File: config.mk
export PLATFORM = sky130hd
export DESIGN_NAME = sysarray_result_drain
export DESIGN_NICKNAME = d
export VERILOG_FILES = /design/src/rtl/sysarray_result_drain_pkg.sv /design/src/rtl/sysarray_frame_fifo.sv /design/src/rtl/sysarray_result_drain.sv
export SDC_FILE = /design/constraint.sdc
export NUM_CORES = 1
export LEC_CHECK = 0
export ABC_AREA = 1
export BUFFER_PORTS_ARGS = -buffer_cell sky130_fd_sc_hd__buf_2
export CAP_MARGIN = 20
export CORE_MARGIN = 3
export CORE_UTILIZATION = 45
export DETAILED_ROUTE_END_ITERATION = 6
export PLACE_DENSITY_LB_ADDON = 0.25
export REMOVE_ABC_BUFFERS = 1
export SYNTH_ARGS = -nofsm -noshare
export SYNTH_HDL_FRONTEND = slang
export SYNTH_SLANG_ARGS = --single-unit
File: constraint.sdc
create_clock -name clk -period 8.7 [get_ports clk]
set_clock_uncertainty 0.05 [all_clocks]
set_input_delay 1.74 -clock clk [delete_from_list [all_inputs] [get_ports clk]]
set_output_delay 1.74 -clock clk [all_outputs]
set_load 0.05 [all_outputs]
File: src/rtl/sysarray_result_drain_pkg.sv
// Shared constants and state encoding for the systolic-array result drain.
package sysarray_result_drain_pkg;

  localparam int unsigned WIDTH           = 8;
  localparam int unsigned RES_W           = 2 * WIDTH;
  localparam int unsigned WORDS_PER_FRAME = 5;
  localparam int unsigned LAST_IDX        = WORDS_PER_FRAME - 1;

  typedef enum logic {
    IDLE = 1'b0,
    SEND = 1'b1
  } state_e;

endpackage

File: src/rtl/sysarray_frame_fifo.sv
// Frame buffer: FRAMES slots of one full result frame each, with head/next peek.
module sysarray_frame_fifo
  import sysarray_result_drain_pkg::*;
#(
  parameter int unsigned DW     = WORDS_PER_FRAME * RES_W,
  parameter int unsigned FRAMES = 2
) (
  input  logic                          clk,
  input  logic                          rst_n,
  input  logic                          push_i,
  input  logic [DW-1:0]                 push_data_i,
  input  logic                          pop_i,
  output logic [DW-1:0]                 head_o,
  output logic [DW-1:0]                 next_o,
  output logic                          full_o,
  output logic                          empty_o,
  output logic [$clog2(FRAMES+1)-1:0]   count_o
);

  localparam int unsigned PW = (FRAMES > 1) ? $clog2(FRAMES) : 1;
  localparam int unsigned CW = $clog2(FRAMES + 1);

  logic [DW-1:0] mem_q [FRAMES];
  logic [PW-1:0] wptr_q, wptr_d;
  logic [PW-1:0] rptr_q, rptr_d;
  logic [CW-1:0] count_q, count_d;

  // Frame storage; contents are not reset, only the pointers are.
  always_ff @(posedge clk) begin
    if (push_i) begin
      mem_q[wptr_q] <= push_data_i;
    end
  end

  // Pointers wrap naturally because FRAMES is a power of two.
  always_comb begin
    wptr_d  = push_i ? wptr_q + PW'(1) : wptr_q;
    rptr_d  = pop_i  ? rptr_q + PW'(1) : rptr_q;
    count_d = count_q + CW'(push_i) - CW'(pop_i);
  end

  // Pointer and occupancy registers.
  always_ff @(posedge clk or negedge rst_n) begin
    if (!rst_n) begin
      wptr_q  <= '0;
      rptr_q  <= '0;
      count_q <= '0;
    end else begin
      wptr_q  <= wptr_d;
      rptr_q  <= rptr_d;
      count_q <= count_d;
    end
  end

  assign head_o  = mem_q[rptr_q];
  assign next_o  = mem_q[rptr_q + PW'(1)];
  assign full_o  = (count_q == CW'(FRAMES));
  assign empty_o = (count_q == '0);
  assign count_o = count_q;

endmodule

File: src/rtl/sysarray_result_drain.sv
// Captures array result frames on done rising edges and serializes them as
// five valid/ready words per frame (result0..3, then importance).
module sysarray_result_drain
  import sysarray_result_drain_pkg::*;
#(
  parameter int unsigned WIDTH  = sysarray_result_drain_pkg::WIDTH,
  parameter int unsigned FRAMES = 2
) (
  input  logic               clk,
  input  logic               _reset,
  input  logic               done,
  input  logic [2*WIDTH-1:0] result0,
  input  logic [2*WIDTH-1:0] result1,
  input  logic [2*WIDTH-1:0] result2,
  input  logic [2*WIDTH-1:0] result3,
  input  logic [2*WIDTH-1:0] importance,
  output logic [2*WIDTH-1:0] out_data,
  output logic               out_valid,
  input  logic               out_ready,
  output logic [2:0]         out_idx,
  output logic               out_last,
  output logic               busy,
  output logic               overflow
);

  localparam int unsigned RW = 2 * WIDTH;
  localparam int unsigned FW = WORDS_PER_FRAME * RW;
  localparam int unsigned CW = $clog2(FRAMES + 1);

  state_e        state_q, state_d;
  logic          done_q, armed_q;
  logic [2:0]    idx_q, idx_d;
  logic [RW-1:0] data_q, data_d;
  logic          valid_q, valid_d;
  logic          last_q, last_d;
  logic          busy_q, busy_d;
  logic          ovf_q, ovf_d;

  logic          done_rise, hs, pop, push, keep;
  logic [FW-1:0] push_frame, nxt_frame, fifo_head, fifo_next;
  logic          fifo_full, fifo_empty;
  logic [CW-1:0] fifo_count;

  assign push_frame = {importance, result3, result2, result1, result0};

  sysarray_frame_fifo #(
    .DW     (FW),
    .FRAMES (FRAMES)
  ) u_fifo (
    .clk         (clk),
    .rst_n       (_reset),
    .push_i      (push),
    .push_data_i (push_frame),
    .pop_i       (pop),
    .head_o      (fifo_head),
    .next_o      (fifo_next),
    .full_o      (fifo_full),
    .empty_o     (fifo_empty),
    .count_o     (fifo_count)
  );

  // Edge detect, buffer admission and the word to present after this edge.
  // The head frame stays in the buffer until its last word is accepted, so
  // the next presented frame is either the current head, the one behind it,
  // or the frame being captured right now when the buffer would otherwise
  // be empty.
  always_comb begin
    done_rise = done & ~done_q & armed_q;
    hs        = (state_q == SEND) & out_ready;
    pop       = hs & last_q;
    push      = done_rise & (~fifo_full | pop);
    ovf_d     = ovf_q | (done_rise & ~push);
    nxt_frame = fifo_head;
    keep      = 1'b0;

    if (pop) begin
      if (fifo_count > CW'(1)) begin
        nxt_frame = fifo_next;
      end else begin
        nxt_frame = push_frame;
      end
      keep = (fifo_count > CW'(1)) | push;
    end else begin
      if (fifo_empty) begin
        nxt_frame = push_frame;
      end
      keep = ~fifo_empty | push;
    end

    if ((state_q != SEND) || pop) begin
      idx_d = '0;
    end else if (hs) begin
      idx_d = idx_q + 3'd1;
    end else begin
      idx_d = idx_q;
    end

    state_d = keep ? SEND : IDLE;
    valid_d = keep;
    busy_d  = keep;
    last_d  = keep & (idx_d == 3'(LAST_IDX));

    data_d = '0;
    if (keep) begin
      case (idx_d)
        3'd0:    data_d = nxt_frame[0*RW +: RW];
        3'd1:    data_d = nxt_frame[1*RW +: RW];
        3'd2:    data_d = nxt_frame[2*RW +: RW];
        3'd3:    data_d = nxt_frame[3*RW +: RW];
        default: data_d = nxt_frame[4*RW +: RW];
      endcase
    end
  end

  // FSM, serializer output registers and done history.
  always_ff @(posedge clk or negedge _reset) begin
    if (!_reset) begin
      state_q <= IDLE;
      done_q  <= 1'b0;
      armed_q <= 1'b0;
      idx_q   <= '0;
      data_q  <= '0;
      valid_q <= 1'b0;
      last_q  <= 1'b0;
      busy_q  <= 1'b0;
      ovf_q   <= 1'b0;
    end else begin
      state_q <= state_d;
      done_q  <= done;
      armed_q <= armed_q | ~done;
      idx_q   <= idx_d;
      data_q  <= data_d;
      valid_q <= valid_d;
      last_q  <= last_d;
      busy_q  <= busy_d;
      ovf_q   <= ovf_d;
    end
  end

  assign out_data  = data_q;
  assign out_valid = valid_q;
  assign out_idx   = idx_q;
  assign out_last  = last_q;
  assign busy      = busy_q;
  assign overflow  = ovf_q;

endmodule

==> run metrics <==
maximum fanout along the worst path 69; sequential share of the synthesized area 0.541; worst hold margin 406 ps; Post-synth EDFFs 160; FP Rows 54; worst hold stages 2; Filler cells slightly above 2000; first-pass GRT wire length between 40 and 50 mm; largest buffer count on any clock path 2; First-pass DRT Iterations 6; pin count of the biggest net entering global routing 115; max cap viols 0; post-CTS setup buffers 0; warnings from Yosys 0; P&R area growth vs syn 11.2%; Max stage delay cell, worst path buf_4; Core Footprint 22000 um^2; post-synth cell types 31; PnR worst setup slack 4400 ps; Critical path origin out_ready; Finish-stage setup viols 0; TritonCTS buffer count 17; CP endpoint kind flop; gr ovfl total 0; die footprint 24500 um^2; Place WS 4010 ps; RSZ-0062 raised after global routing no; Synth Flop Type edfxtp_1; number of instances resized during post-cts repair 0; vias in the first global route roughly 8000; DR WL met2 12.5 mm; setup TNS 0 ps; clk sink count 188; Slew headroom 0.298; M1 WL around 12 mm; Crit path largest cell delay 670 ps; Crit path max-delay family buffers and inverters; most frequent cells in the layout 476 x nand2_1, 217 x nand3_1, 160 x edfxtp_1; Mapped Area 10200 um^2; root buffer cell clkbuf_16; syn_area_per_cell 8.35 um^2; DRC 0; Hold Vio Cnt, Final 0; Die Span Y around 160 um; htree depth 4; post-detailed-routing wire length 26.0 mm; Crit path required time 9000 ps; I/O pins 107; worst slew pin tran 1050 ps; register bit total from synthesis 188; Static Leak approximately 0.0048 uW; Top Metal Used met4; minimum clock period ~4300 ps; final period utilization 0.494; highest clock rate 0.233 GHz; Final Power 4060 uW; HPWL after detailed placement about 15 mm; Peak VDD IR 218 uV; synthesized instance count about 1200; Tot GR Track Use 0.213; antenna violations before repair 2; CP Launch Type input port; 1st-iter DRT viols 906; CTS tree done; R2R depth 9; average wire per standard cell 16.6 um; register clock-pin slew on the reported worst setup and hold paths 70 ps; CP Depth 10; status complete, no violations; Async SR Flop Fraction 0.149; CP Data Arrival Time 4600 ps; WS Path Type input port to flop; layout cells sized above 1 0.132; crit-path cells buf_2 -> nand3_4 -> buf_4 -> inv_2 -> buf_4 -> ha_1 -> inv_1 -> ha_1 -> xnor2_1 -> xor2_1; fin nets approximately 1400; Placer Congestion 0.799; Die X 156 um; FF-to-FF Start busy; met3 wire len 1.60 mm; Vias per Instance 5.47; most common cell after layout, fill and taps aside nand2_1; worst hold start armed_q; HP Class flop to flop; Pwr Density 359 nW/um^2; final slew viol count 0; Port Buffers 106; Initial Util 0.462; Clock Latency Late Sink between 400 and 500 ps; total number of vias 8540; worst path bufs/invs 5; Final ANT Viol Nets 0; # hold bufs at CTS 0
[cells in the mapped netlist, types with 2 or more instances]
cell type	n	area [um^2]
inv_1	40	150
edfxtp_1	160	4800
dfrtp_1	28	701
inv_2	5	18.8
o21ai_1	5	25.0
nand2_2	3	18.8
clkbuf_1	33	124
nand2_1	477	1790
o211ai_1	48	360
buf_1	3	11.3
nor2_4	4	45.0
nand3_1	217	1090
nor3_1	2	10.0
xor2_1	2	17.5
nand2_4	2	22.5
ha_1	3	37.5
nor2_1	54	203
buf_4	11	82.6
buf_2	36	180
o21ai_0	72	360
buf_6	4	45.0
[kinds of logic (layout without fill, tap and decap cells)]
family	count (synthesis)	after routing	share of synthesized area
simple gates	762	762	0.315
other cells	0	2	0
flops	188	188	0.541
xor+xnor	3	3	0.00258
buf+inv	133	194	0.0607
fa+ha+maj	3	3	0.00369
compound gates	130	130	0.0771
[per-layer routing]
metal  vias up  global-route usage
li1       4222                   -
met1      4015               0.294
met2       283               0.358
met3        20              0.0307
met4         0              0.0496
met5         -                   0
[power breakdown]
group / switching, uW / internal (uW) / total [uW] / leakage [uW]
Combinational: 1470 / 591 / 2060 / 0.00269
Clock: 330 / 407 / 737 / 0.000275
Sequential: 111 / 1160 / 1270 / 0.00179
Total: 1910 / 2160 / 4060 / 0.00476
[path summary, 6_finish.rpt]
path	end	slack (ps)
worst min register to register	armed_q	410
min in group asynchronous	out_idx[1]	1330
max in group asynchronous	u_fifo.rptr_q	6700
worst max-delay path	u_fifo.count_o[1]	4400
worst max register to register	u_fifo.count_o[1]	5250
worst min-delay path	armed_q	410
[flip-flops by register name (all words and copies together) (netlist names)]
register / cells
u_fifo.rptr_q: 1
busy: 1
u_fifo.count_o: 2
out_data: 16
u_fifo.mem_q: 160
u_fifo.wptr_q: 1
armed_q: 1
out_last: 1
out_idx: 3
overflow: 1
done_q: 1
[per-stage QoR]
step | cells | utilization | area, um^2
2_1_floorplan | 1132 | - | 9730
3_3_place_gp | 1526 | 0.486 | 10700
3_5_place_dp | 1527 | 0.487 | 10700
4_1_cts | 1559 | 0.512 | 11300
5_1_grt | 1562 | 0.514 | 11300
6_report | 1562 | 0.514 | 11300
[cell type report]
class	count	area (um^2)	area share
repair buffers	116	638	0.0564
clock inverters	9	55.1	0.00486
diodes	2	5.00	0.000442
multi-input cells	898	4080	0.361
clock buffers	23	500	0.0442
inverters	46	175	0.0155
flip-flops and latches	188	5510	0.487
well taps	280	350	0.0309
[worst min-delay path, cell delays in order, from the launching register on]
cell     delay [ps]
dfrtp_1         330
inv_1            50
nand2_1          50
Power figures use the tool's default switching activity.
